File: src/rtl/signed_seq_mult.sv
// rtl/signed_seq_mult.sv - sequential shift-add signed multiplier, sign + magnitude result
module signed_seq_mult #(
    parameter int N = 8
) (
    input  logic           clk,
    input  logic           rst,
    input  logic           start,
    input  logic [N-1:0]   a,
    input  logic [N-1:0]   b,
    output logic           busy,
    output logic           done,
    output logic           sign,
    output logic [2*N-2:0] mag
);
    localparam int CW = $clog2(N + 1);

    typedef enum logic [1:0] {
        S_IDLE = 2'd0,
        S_CALC = 2'd1,
        S_DONE = 2'd2
    } state_t;

    state_t         r_state;
    state_t         w_state_next;
    logic [N-1:0]   r_ma;
    logic [N-1:0]   r_mb;
    logic           r_psign;
    logic [2*N-1:0] r_acc;
    logic [CW-1:0]  r_cnt;
    logic           r_busy;
    logic           r_done;
    logic           r_sign;
    logic [2*N-2:0] r_mag;

    logic [N-1:0]   w_abs_a;
    logic [N-1:0]   w_abs_b;
    logic [2*N-1:0] w_addend;
    logic [2*N-1:0] w_acc_next;
    logic           w_last;

    // |-2^(N-1)| wraps back to 2^(N-1), which is exact as an N-bit unsigned value
    assign w_abs_a    = a[N-1] ? (~a + 1'b1) : a;
    assign w_abs_b    = b[N-1] ? (~b + 1'b1) : b;
    assign w_addend   = {{N{1'b0}}, r_ma} << r_cnt;
    assign w_acc_next = r_mb[0] ? (r_acc + w_addend) : r_acc;
    assign w_last     = (r_cnt == CW'(N - 1));

    always_comb begin
        w_state_next = r_state;
        case (r_state)
            S_IDLE:  if (start) w_state_next = S_CALC;
            S_CALC:  if (w_last) w_state_next = S_DONE;
            S_DONE:  w_state_next = S_IDLE;
            default: w_state_next = S_IDLE;
        endcase
    end

    always_ff @(posedge clk) begin
        if (rst) begin
            r_state <= S_IDLE;
            r_ma    <= '0;
            r_mb    <= '0;
            r_psign <= 1'b0;
            r_acc   <= '0;
            r_cnt   <= '0;
            r_busy  <= 1'b0;
            r_done  <= 1'b0;
            r_sign  <= 1'b0;
            r_mag   <= '0;
        end else begin
            r_state <= w_state_next;
            r_busy  <= (w_state_next != S_IDLE);
            r_done  <= (w_state_next == S_DONE);
            case (r_state)
                S_IDLE: begin
                    if (start) begin
                        r_ma    <= w_abs_a;
                        r_mb    <= w_abs_b;
                        r_psign <= a[N-1] ^ b[N-1];
                        r_acc   <= '0;
                        r_cnt   <= '0;
                    end
                end
                S_CALC: begin
                    r_acc <= w_acc_next;
                    r_mb  <= r_mb >> 1;
                    r_cnt <= r_cnt + 1'b1;
                    // Result registers load only here, so they hold between operations
                    if (w_last) begin
                        r_mag  <= w_acc_next[2*N-2:0];
                        r_sign <= r_psign & (|w_acc_next);
                    end
                end
                default: ;
            endcase
        end
    end

    assign busy = r_busy;
    assign done = r_done;
    assign sign = r_sign;
    assign mag  = r_mag;
endmodule

File: config.mk
export PLATFORM = sky130hd
export DESIGN_NAME = signed_seq_mult
export DESIGN_NICKNAME = d
export VERILOG_FILES = /design/src/rtl/signed_seq_mult.sv
export SDC_FILE = /design/constraint.sdc
export NUM_CORES = 1
export LEC_CHECK = 0
export BUFFER_PORTS_ARGS = -buffer_cell sky130_fd_sc_hd__buf_4
export CORE_ASPECT_RATIO = 2
export CORE_MARGIN = 5
export CORE_UTILIZATION = 55
export CTS_CLUSTER_SIZE = 30
export DETAILED_ROUTE_END_ITERATION = 10
export PLACE_DENSITY = 0.72
export SETUP_SLACK_MARGIN = 0.4
export SLEW_MARGIN = 40
export SYNTH_ARGS = -nofsm -noshare
export SYNTH_HDL_FRONTEND = slang
export SYNTH_SLANG_ARGS = --single-unit
File: constraint.sdc
create_clock -name clk -period 4.9 [get_ports clk]
set_clock_uncertainty 0.15 [all_clocks]
set_input_delay 0.98 -clock clk [delete_from_list [all_inputs] [get_ports clk]]
set_output_delay 0.98 -clock clk [all_outputs]
set_load 0.1 [all_outputs]
# After elaboration in Yosys (flattened, before gate mapping)
# Cells that the tools add are included.
[word_totals]
reg_bits = 57
wordCells = 42
input_bits = 19
out_inout_bits = 18
[classes]
shifts = 1
eq_ne = 4
n_reduce_logical = 7
n_addsub = 4
bitwise = 4
mux = 12
[op_table]
columns = ["cell", "n"]
rows = [
  ["$mux W16", 2],
  ["$pmux W16 S2", 1],
  ["$mux W8", 3],
  ["$add A16 B16 Y16", 1],
  ["$add A8 B1 Y8 const B", 2],
  ["$not A8 Y8", 2],
  ["$pmux W8 S2", 1],
  ["$reduce_or A16 Y1", 1],
  ["$shl A8 B4 Y16", 1],
  ["$pmux W4 S2", 1],
  ["$reduce_and A2 Y1", 3],
  ["$add A4 B1 Y4 const B", 1],
  ["$eq A4 B3 Y1 const B", 1],
  ["$mux W2", 2],
  ["$mux W4", 1],
  ["$pmux W2 S2", 1],
  ["$reduce_bool A2 Y1", 2],
  ["$eq A2 B1 Y1 const B", 1],
  ["$eq A2 B2 Y1 const B", 1],
  ["$logic_not A2 Y1", 1],
  ["$ne A2 B2 Y1 const B", 1],
  ["$and A1 B1 Y1", 1],
  ["$xor A1 B1 Y1", 1],
]

# Depth between registers and ports, before layout
# Gate-level depths: netlist of run 1.
[logic_depth]
ltp_word = 5
depth_mapped = 16
depth_no_buf = 14

# Least setup slack after synthesis of run 1
# OpenSTA, ideal clock, no wires.
[synth_path]
path_kind = "register -> register"
startpoint = "register r_cnt[1]"
endpoint = "register r_sign, in the netlist sign"
synth_period_minus_slack_ns = 3.587
path_buffers = 2
setup_slack_ns = 1.313
t_arrival_ns = 3.300
stages_incl_launch_ff = 16
required_ns = 4.613
setup_time_ns = 0.137
cell_sequence = "dfxtp_1 > clkbuf_1 > buf_1 > mux2i_1 > o22a_1 > nor2_1 > a21oi_1 > nor2_1 > ha_1 > a21oi_1 > o211ai_2 > a221oi_1 > xor2_1 > o211ai_1 > nor4_1 > a311oi_2"
[synth_via]
elab_chain_cells = 5
word_cells_on_any_way = 7
classes_between = "add/sub (1); eq/ne (1); shift (1); mux (1); bitwise (1); reduce/logical (2)"
[synth_rtl]
columns = ["element", "line_no", "text"]
rows = [
  ["start: declaration", "29", "logic [CW-1:0] r_cnt;"],
  ["start signal: assignment", "87", "r_cnt <= r_cnt + 1'b1;"],
  ["$shl A8 B4 Y16", "44", "assign w_addend = {{N{1'b0}}, r_ma} << r_cnt;"],
  ["$add A16 B16 Y16", "45", "assign w_acc_next = r_mb[0] ? (r_acc + w_addend) : r_acc;"],
  ["$mux W16", "45", ""],
  ["$reduce_or A16 Y1", "91", "r_sign <= r_psign & (|w_acc_next);"],
  ["$and A1 B1 Y1", "91", ""],
  ["end signal: assignment", "91", ""],
  ["end: declaration", "32", "logic r_sign;"],
]
# Parallel ways exist; a longest one is shown, timed or not.
# A chain may end at the register's enable or synchronous reset.

# Final worst setup path of run 1
# Ends and elaborated chain as after synthesis.

==> results of run 1 <==
==> Yosys cell counts (all sizes together) (3+ instances only) <==
| cell type | n | area (µm²) |
|---|---|---|
| a2111o | 3 | 33.8 |
| a2111oi | 3 | 26.3 |
| a211o | 3 | 26.3 |
| a211oi | 24 | 190 |
| a21o | 7 | 52.6 |
| a21oi | 32 | 164 |
| a221oi | 5 | 50.0 |
| a222oi | 6 | 60.1 |
| a22oi | 7 | 52.6 |
| a31oi | 3 | 18.8 |
| a32oi | 4 | 35.0 |
| and2 | 7 | 43.8 |
| buf | 10 | 51.3 |
| clkbuf | 22 | 82.6 |
| dfxtp | 57 | 1140 |
| ha | 18 | 225 |
| inv | 10 | 37.5 |
| mux2 | 5 | 56.3 |
| mux2i | 18 | 180 |
| nand2 | 46 | 173 |
| nand2b | 6 | 37.5 |
| nand3 | 7 | 35.0 |
| nand4 | 6 | 37.5 |
| nor2 | 80 | 308 |
| nor2b | 3 | 18.8 |
| nor3 | 11 | 55.1 |
| nor4 | 3 | 18.8 |
| o211ai | 5 | 47.5 |
| o21ai | 13 | 65.1 |
| o22ai | 5 | 31.3 |
| o31ai | 3 | 22.5 |
| or2 | 4 | 25.0 |
| or3 | 3 | 18.8 |
| xnor2 | 9 | 78.8 |
| xor2 | 5 | 43.8 |
==> per-layer routing <==
layer  vias to the layer above  part of all wire (%)
met3                        43                   3.8
met5                         -                     0
li1                       1840                     -
met2                       117                    56
met4                         0                   6.2
met1                      1760                    34
==> report_power, final <==
part,internal [W],switching [W]
Clock,0.000355,0.000231
Combinational,0.0000705,0.000108
Sequential,0.000477,0.0000154
==> final timing paths <==
kind | end | slack (ps) | cells past startpoint
setup / recovery | sign | 670 | 12
setup reg to reg | sign | 670 | 12
hold reg to reg | mag[2] | 310 | 2
hold / removal | mag[2] | 310 | 2
==> final cells by class <==
cell class | count | area (µm²) | share of cell area (%)
sequential | 57 | 1140 | 25.8
timing repair buffer | 43 | 323 | 7.30
inverter | 11 | 41.3 | 0.934
clock inverter | 6 | 41.3 | 0.934
multi-input combinational | 382 | 2520 | 57.1
clock buffer | 10 | 239 | 5.40
tap | 90 | 113 | 2.55
==> state kept, by name, indices dropped and copies added, names as in the netlist <==
name,flops
r_mb,8
r_cnt,4
busy,1
r_ma,8
mag,15
r_acc,16
r_psign,1
sign,1
r_state,2
done,1
==> tightest hold or removal path: cells and delay by family (launching register included) <==
family / cells / cell delay, ps
AOI/OAI and AO/OA: 1 / 50
DFF: 1 / 300
and+or+nand+nor: 1 / 50
==> metrics by stage <==
stage | cell area, µm² | cells
6_report | 4420 | 599
4_1_cts | 4420 | 599
5_1_grt | 4420 | 599
2_1_floorplan | 3830 | 482
3_3_place_gp | 4140 | 583
3_5_place_dp | 4140 | 583
==> logic make-up after synthesis <==
family / share of synthesized area, %
adders and majority gates: 6.40
xor gates and xnor gates: 3.20
and+or+nand+nor: 21.1
DFF: 29.8
AOI/OAI and AO/OA: 28.2
muxes: 6.76
buffers and inverters: 4.57
==> impl_metrics.csv, run 1 <==
group,metric,value,unit
critical_path,cp_common_cell,"o21ai_0",
finish,area_growth,15.5,%
route,vias_per_cell,6.28,
global_route,grt_util_met2,48.5,%
clock_tree,ctsRootBufferMaster,"clkbuf_16",
clock_tree,cts_buffer_depth,2,
clock_tree,cts_made_buffers,9,
route,wl,10800,µm
finish,layout_common_cells,"nor2_1 (79), dfxtp_1 (57), nand2_1 (46)",
die,rows,43,
die,initial_core_util,55.6,%
worst_hold_path,hold_class,"reg2reg",
critical_path,cp_slowest_cell,"dfxtp_1",
synthesis,synth-edff-count,0,
die,die_w,69.0,µm
synthesis,syn-cell-area,0.00383,mm²
route,drc,0,
clock_tree,cts_hold_buf,0,
critical_path,regToRegStartpoint,"r_cnt[1]",
route,via_count,3760,
global_route,grt_max_degree,58,
critical_path,arrival,4260,ps
clock_tree,cts.sinks,57,
finish,fin_util,64.2,%
critical_path,start_kind,"flip-flop",
global_route,gr-total-overflow,0,
timing,fin_setup_tns,0,ps
global_route,busiest_layer,"met2",
power_and_ir_drop,total_power,0.00126,W
critical_path,worst-setup-path-type,"reg2reg",
timing,slew_headroom,46.2,%
critical_path,cp_num_buf_inv,0,
critical_path,worstSetupStartpoint,"r_cnt[1]",
clock_tree,cts-resized-gates,0,
timing,tightest_slew,797,ps
place,post-dp-hpwl,8220,µm
route,drt_pre_antenna_iters,5,
synthesis,seq_area_frac_synth,29.8,%
timing,fin_crit,4230,ps
critical_path,path_delay_family,"compound AO/OA/AOI/OAI gates",
timing,finalWorstSetupSlack,673,ps
timing,setup_viol,0,
outcome,outcome,"finished, final reports clean",
synthesis,postSynth.asyncResetShare,0,%
clock_tree,cts_tree,"done",
critical_path,cp_slowest_stage_delay,700,ps
power_and_ir_drop,leakage,1.74,nW
place,pre_cts_slack,717,ps
finish,fillers,653,
timing,fmax,237,MHz
timing,slew_violations,0,
place,io_buffers,36,
synthesis,ys_seq_elements,57,
finish,final_nets,542,
die,core_area,0.00689,mm²
critical_path,cp.required,4930,ps
clock_tree,clock_latency,330,ps
critical_path,end_kind,"flip-flop",
finish,antenna_cells,0,
synthesis,synth_fp_nets,520,
global_route,use_met3,4.40,%
timing,hold_viol,0,
route,ant_nets,0,
synthesis,yosys_warnings,0,
global_route,grt.total_usage,25.0,%
global_route,grt.met1_usage,23.0,%
clock_tree,cts.clk_slew.worst_paths,50,ps
route,drt_iter0_drc,225,
global_route,grt_antenna_before_repair,0,
global_route,grt_pass1_wl,17600,µm
synthesis,syn-mean-instance-area,7.95,µm²
timing,holdWs,309,ps
route,wire_per_inst,18.0,µm
critical_path,path_cells,"mux2_2 > o21ai_0 > mux2i_1 > and2_1 > ha_1 > a21oi_1 > o211a_1 > o21ai_0 > a221oi_1 > nand2_1 > nor4_1 > a311oi_2",
worst_hold_path,hold_start,"mag[2]",
finish,final_common_cell,"nor2_1",
synthesis,netlist_instances,482,
clock_tree,cts.htree.levels,3,
die,die-area,0.00883,mm²
clock_tree,cts_setup_buffers,0,
die,die_h,128,µm
timing,rsz0062_at_grt,"false",
critical_path,critical_path.max_fanout,16,
synthesis,synth_flop_cell,"dfxtp_1",
die,ios,37,
power_and_ir_drop,ir_drop,258,µV
finish,drive_gt1_share,16.3,%
synthesis,ys_types,66,
power_and_ir_drop,p_per_area,284,mW/mm²
place,gp_congestion,1.03,
timing,fin_crit_sh,86.3,%
global_route,grt_pass1_vias,3757,
job,drv_cap,0,
Power figures use the tool's default switching activity.
==> run 2, diff against run 1 <==
Settings changed: CORE_MARGIN 5 to 8, CTS_CLUSTER_DIAMETER set to 100.
==> impl_metrics.csv, run 2 (same netlist as run 1, synthesis figures left out) <==
group,metric,value,unit
power_and_ir_drop,leakage,1.74,nW
route,ant_nets,0,
timing,slew_violations,0,
finish,largest_reg_flops,16,
power_and_ir_drop,swShare,26.2,%
worst_hold_path,hold_start,"mag[11]",
place,post-dp-hpwl,7170,µm
finish,final_nets,539,
die,die_h,134,µm
clock_tree,clock_latency,330,ps
timing,holdWs,304,ps
global_route,gr-total-overflow,0,
die,rows,43,
global_route,grt_pass1_wl,16000,µm
critical_path,rrSetupSlack,820,ps
timing,finalWorstSetupSlack,822,ps
route,wl,9870,µm
timing,fin_setup_tns,0,ps
clock_tree,cts.clk_slew.worst_paths,50,ps
place,gp_congestion,1.01,
global_route,grt_antenna_before_repair,0,
die,initial_core_util,56.1,%
finish,layout_common_cells,"nor2_1 (79), dfxtp_1 (57), nand2_1 (46)",
place,pre_cts_slack,897,ps
critical_path,cp.required,4940,ps
finish,antenna_cells,0,
power_and_ir_drop,power.internal,0.000937,W
finish,top_register,"r_acc",
power_and_ir_drop,ir_drop,336,µV
clock_tree,cts.sinks,57,
power_and_ir_drop,switching_power,0.000332,W
timing,hold_viol,0,
clock_tree,cts-resized-gates,0,
power_and_ir_drop,combPwrFrac,13.8,%
critical_path,critical_path.max_fanout,16,
clock_tree,cts_hold_buf,0,
critical_path,end_kind,"flip-flop",
critical_path,worstSetupStartpoint,"r_cnt[1]",
route,via_count,3641,
die,die-area,0.0101,mm²
power_and_ir_drop,p_per_area,288,mW/mm²
finish,fillers,646,
global_route,grt.total_usage,20.3,%
place,io_buffers,36,
timing,rsz0062_at_grt,"false",
route,drt_pre_antenna_iters,5,
route,drt_iter0_drc,286,
clock_tree,cts_setup_buffers,0,
finish,area_growth,15.1,%
die,die_w,75.0,µm
clock_tree,cts_tree,"done",
timing,fmax,245,MHz
timing,tightest_slew,704,ps
clock_tree,cts_buffer_depth,2,
power_and_ir_drop,p_seq_share,38.9,%
power_and_ir_drop,clkPwrFrac,47.4,%
job,drv_cap,0,
critical_path,start_kind,"flip-flop",
die,ios,37,
route,vias_per_cell,6.11,
route,wire_per_inst,16.6,µm
timing,fin_crit,4080,ps
outcome,outcome,"finished, final reports clean",
clock_tree,cts_made_buffers,9,
worst_hold_path,hold_class,"reg2reg",
critical_path,arrival,4120,ps
critical_path,worst-setup-path-type,"reg2reg",
timing,slew_headroom,53.0,%
timing,setup_viol,0,
clock_tree,cts.htree.levels,3,
global_route,grt_max_degree,58,
finish,final_common_cell,"nor2_1",
clock_tree,ctsRootBufferMaster,"clkbuf_16",
timing,fin_crit_sh,83.2,%
die,core_area,0.00683,mm²
global_route,grt_pass1_vias,3301,
critical_path,regToRegStartpoint,"r_cnt[1]",
finish,drive_gt1_share,15.6,%
route,drc,0,
[run 2: changes by cell type in the layout (fill, tap and decap cells not counted), sizes merged]
cell / change
clkinvlp: -3
bufinv: +1
buf: -3
clkinv: +3
inv: -1
[run 2: path summary, 6_finish.rpt]
kind	end	cells after the start
setup reg to reg	sign	12
hold reg to reg	mag[11]	2
setup / recovery	sign	12
hold / removal	mag[11]	2
[run 2: layer usage]
| metal | routed length, µm | share of wire, % | global-route usage (%) |
|---|---|---|---|
| met5 | 0 | 0 | 0 |
| met4 | 308 | 3.1 | 9.67 |
| met3 | 575 | 5.8 | 4.19 |
| met2 | 4830 | 49 | 31.8 |
| met1 | 4150 | 42 | 25.0 |
[run 2: area by class of cell]
class                           instances  area (µm²)  share of cell area, %
Tap cell                               90         113                   2.56
Clock buffer                           10         229                   5.20
Multi-Input combinational cell        382        2520                   57.3
Sequential cell                        57        1140                   25.9
Inverter                               11        41.3                  0.937
Clock inverter                          6        58.8                   1.33
Timing Repair Buffer                   40         300                   6.81
[run 2: worst max-delay path, cell delays in order (launching register included)]
cell	delay, ps
dfxtp_1	700
mux2_2	410
o21ai_0	220
mux2i_1	130
and2_1	180
ha_1	350
o211ai_1	200
o211ai_2	320
a211oi_1	120
o32ai_1	520
o211ai_1	170
nor4_1	350
a311oi_2	130
[run 2: power groups by stage]
stage | clock network (W) | registers, W | logic [W]
global route | 0.000635 | 0.000494 | 0.000191
floorplan | 0 | 0.000498 | 0.000129
global placement | 0 | 0.000502 | 0.000171
detailed placement | 0 | 0.000502 | 0.000173
finish | 0.000601 | 0.000493 | 0.000175
CTS | 0.000611 | 0.000493 | 0.000174
[run 2: stage by stage]
step | total power, W | cell area (µm²) | cells | utilization (%)
finish | 0.00127 | 4410 | 596 | 64.5
global route | 0.00132 | 4410 | 596 | 64.5
detailed placement | 0.000675 | 4120 | 580 | 60.3
global placement | 0.000673 | 4120 | 580 | 60.3
CTS | 0.00128 | 4410 | 596 | 64.5
floorplan | 0.000626 | 3830 | 482 | -
==> run 3, diff against run 2 <==
Clock period 4.9 ns to 3.9 ns, I/O delays scaled along.
==> impl_metrics.csv, run 3 (same netlist as run 1, synthesis figures left out) <==
group,metric,value,unit
outcome,outcome,"finished, final reports clean",
clock_tree,clock_latency,320,ps
power_and_ir_drop,power.internal,0.00128,W
worst_hold_path,min_path_cells,2,
critical_path,start_kind,"flip-flop",
worst_hold_path,hold_class,"reg2reg",
finish,drive_gt1_share,23.2,%
place,post-dp-hpwl,7250,µm
global_route,grt_antenna_before_repair,0,
critical_path,cp.depth,15,
global_route,grt_pass1_vias,3435,
die,initial_core_util,56.1,%
global_route,grt_max_degree,58,
timing,slew_violations,0,
finish,largest_reg_flops,16,
power_and_ir_drop,p_per_area,360,mW/mm²
finish,final_nets,559,
power_and_ir_drop,ir_drop,335,µV
die,die_h,134,µm
critical_path,worst-setup-path-type,"reg2reg",
power_and_ir_drop,p_seq_share,36.2,%
clock_tree,cts.htree.levels,3,
critical_path,cp_num_buf_inv,2,
global_route,gr-total-overflow,0,
place,gp_congestion,0.933,
global_route,grt.total_usage,20.5,%
clock_tree,cts_buffer_depth,2,
timing,fin_crit,3400,ps
power_and_ir_drop,total_power,0.00170,W
critical_path,path_delay_family,"compound AO/OA/AOI/OAI gates",
critical_path,cp.required,3940,ps
timing,fin_crit_sh,87.3,%
timing,tightest_slew,806,ps
timing,holdWs,307,ps
finish,layout_common_cells,"nor2_1 (79), buf_4 (59), dfxtp_1 (55)",
clock_tree,ctsRootBufferMaster,"clkbuf_16",
timing,slew_headroom,46.2,%
critical_path,cp_common_cell,"nor2_1",
clock_tree,cts_made_buffers,9,
critical_path,cp_slowest_cell,"dfxtp_4",
power_and_ir_drop,combPwrFrac,15.0,%
power_and_ir_drop,clkPwrFrac,48.8,%
critical_path,cp_slowest_stage_delay,390,ps
finish,top_register,"r_acc",
job,drv_cap,0,
power_and_ir_drop,switching_power,0.000423,W
route,wl,10300,µm
route,drt_pre_antenna_iters,7,
die,die-area,0.0101,mm²
clock_tree,cts.clk_slew.worst_paths,50,ps
timing,hold_viol,0,
finish,antenna_cells,0,
route,vias_per_cell,6.14,
clock_tree,cts_hold_buf,0,
global_route,grt_pass1_wl,16300,µm
critical_path,path_cells,"buf_8 > mux2i_2 > o22a_1 > nor2_1 > a21oi_2 > nor2_1 > ha_1 > a21oi_2 > o211ai_2 > a221o_1 > a31oi_1 > xnor2_1 > buf_4 > a32oi_1 > nor2_1",
timing,fmax,294,MHz
die,die_w,75.0,µm
power_and_ir_drop,leakage,1.86,nW
timing,rsz0062_at_grt,"true",
die,core_area,0.00683,mm²
timing,setup_viol,0,
critical_path,critical_path.max_fanout,11,
die,ios,37,
critical_path,rr_worst_depth,15,
timing,fin_setup_tns,0,ps
route,ant_nets,0,
place,io_buffers,36,
route,drt_iter0_drc,324,
route,drc,0,
die,rows,43,
power_and_ir_drop,swShare,24.9,%
critical_path,arrival,3440,ps
finish,area_growth,23.3,%
clock_tree,cts.sinks,57,
route,wire_per_inst,16.8,µm
finish,final_common_cell,"nor2_1",
route,via_count,3779,
critical_path,end_kind,"flip-flop",
clock_tree,cts_tree,"done",
==> run 3: cell types whose count changed in the layout (fill, tap and decap cells not counted), sizes merged <==
cell / delta
buf: +20
clkinv: -5
clkinvlp: +3
bufinv: +1
==> run 3: tightest hold or removal path, stage by stage (launching register included) <==
cell and delay (ps):
dfxtp_1 300, nand2_1 50, a21oi_1 50
==> run 3: area by class of cell <==
cell class,instances,area (µm²)
clock buffer,10,239
timing repair buffer,60,458
tap,90,113
inverter,11,45.0
clock inverter,5,80.1
multi-input combinational,382,2640
sequential,57,1150
fill,597,2110
==> run 3: worst paths after layout <==
path         slack, ps   endpoint      from
min                310    mag[11]   mag[11]
min reg2reg        310    mag[11]   mag[11]
max                500  r_acc[13]  r_cnt[1]
max reg2reg        500  r_acc[13]  r_cnt[1]
==> run 3: metal layers <==
layer / global-route usage (%) / vias to the layer above / wire length (µm)
li1: - / 1866 / -
met1: 24.8 / 1779 / 4210
met2: 33.9 / 108 / 5240
met3: 3.44 / 26 / 620
met4: 8.02 / 0 / 277
met5: 0 / - / 0
==> run 3: timing repair <==
item,CTS,global route
setup endpoints to repair,7,8
buffers inserted,1,10
pin swaps,5,13
gates resized for setup,6,29
==> run 3: through the flow <==
stage	setup WS [ps]	instance area (µm²)	instances	util [%]
2_1_floorplan	416	3830	482	-
3_3_place_gp	119	4190	589	61.3
3_5_place_dp	115	4190	589	61.3
4_1_cts	423	4530	605	66.2
5_1_grt	329	4720	615	69.1
6_report	496	4720	615	69.1
==> run 3: power by group through the flow <==
stage / Combinational, W / Sequential [W] / Clock, W
after floorplan: 0.000162 / 0.000625 / 0
after CTS: 0.000232 / 0.000616 / 0.000843
final: 0.000255 / 0.000616 / 0.000829
after global placement: 0.000225 / 0.000627 / 0
after detailed placement: 0.000226 / 0.000627 / 0
after global routing: 0.000278 / 0.000617 / 0.000864
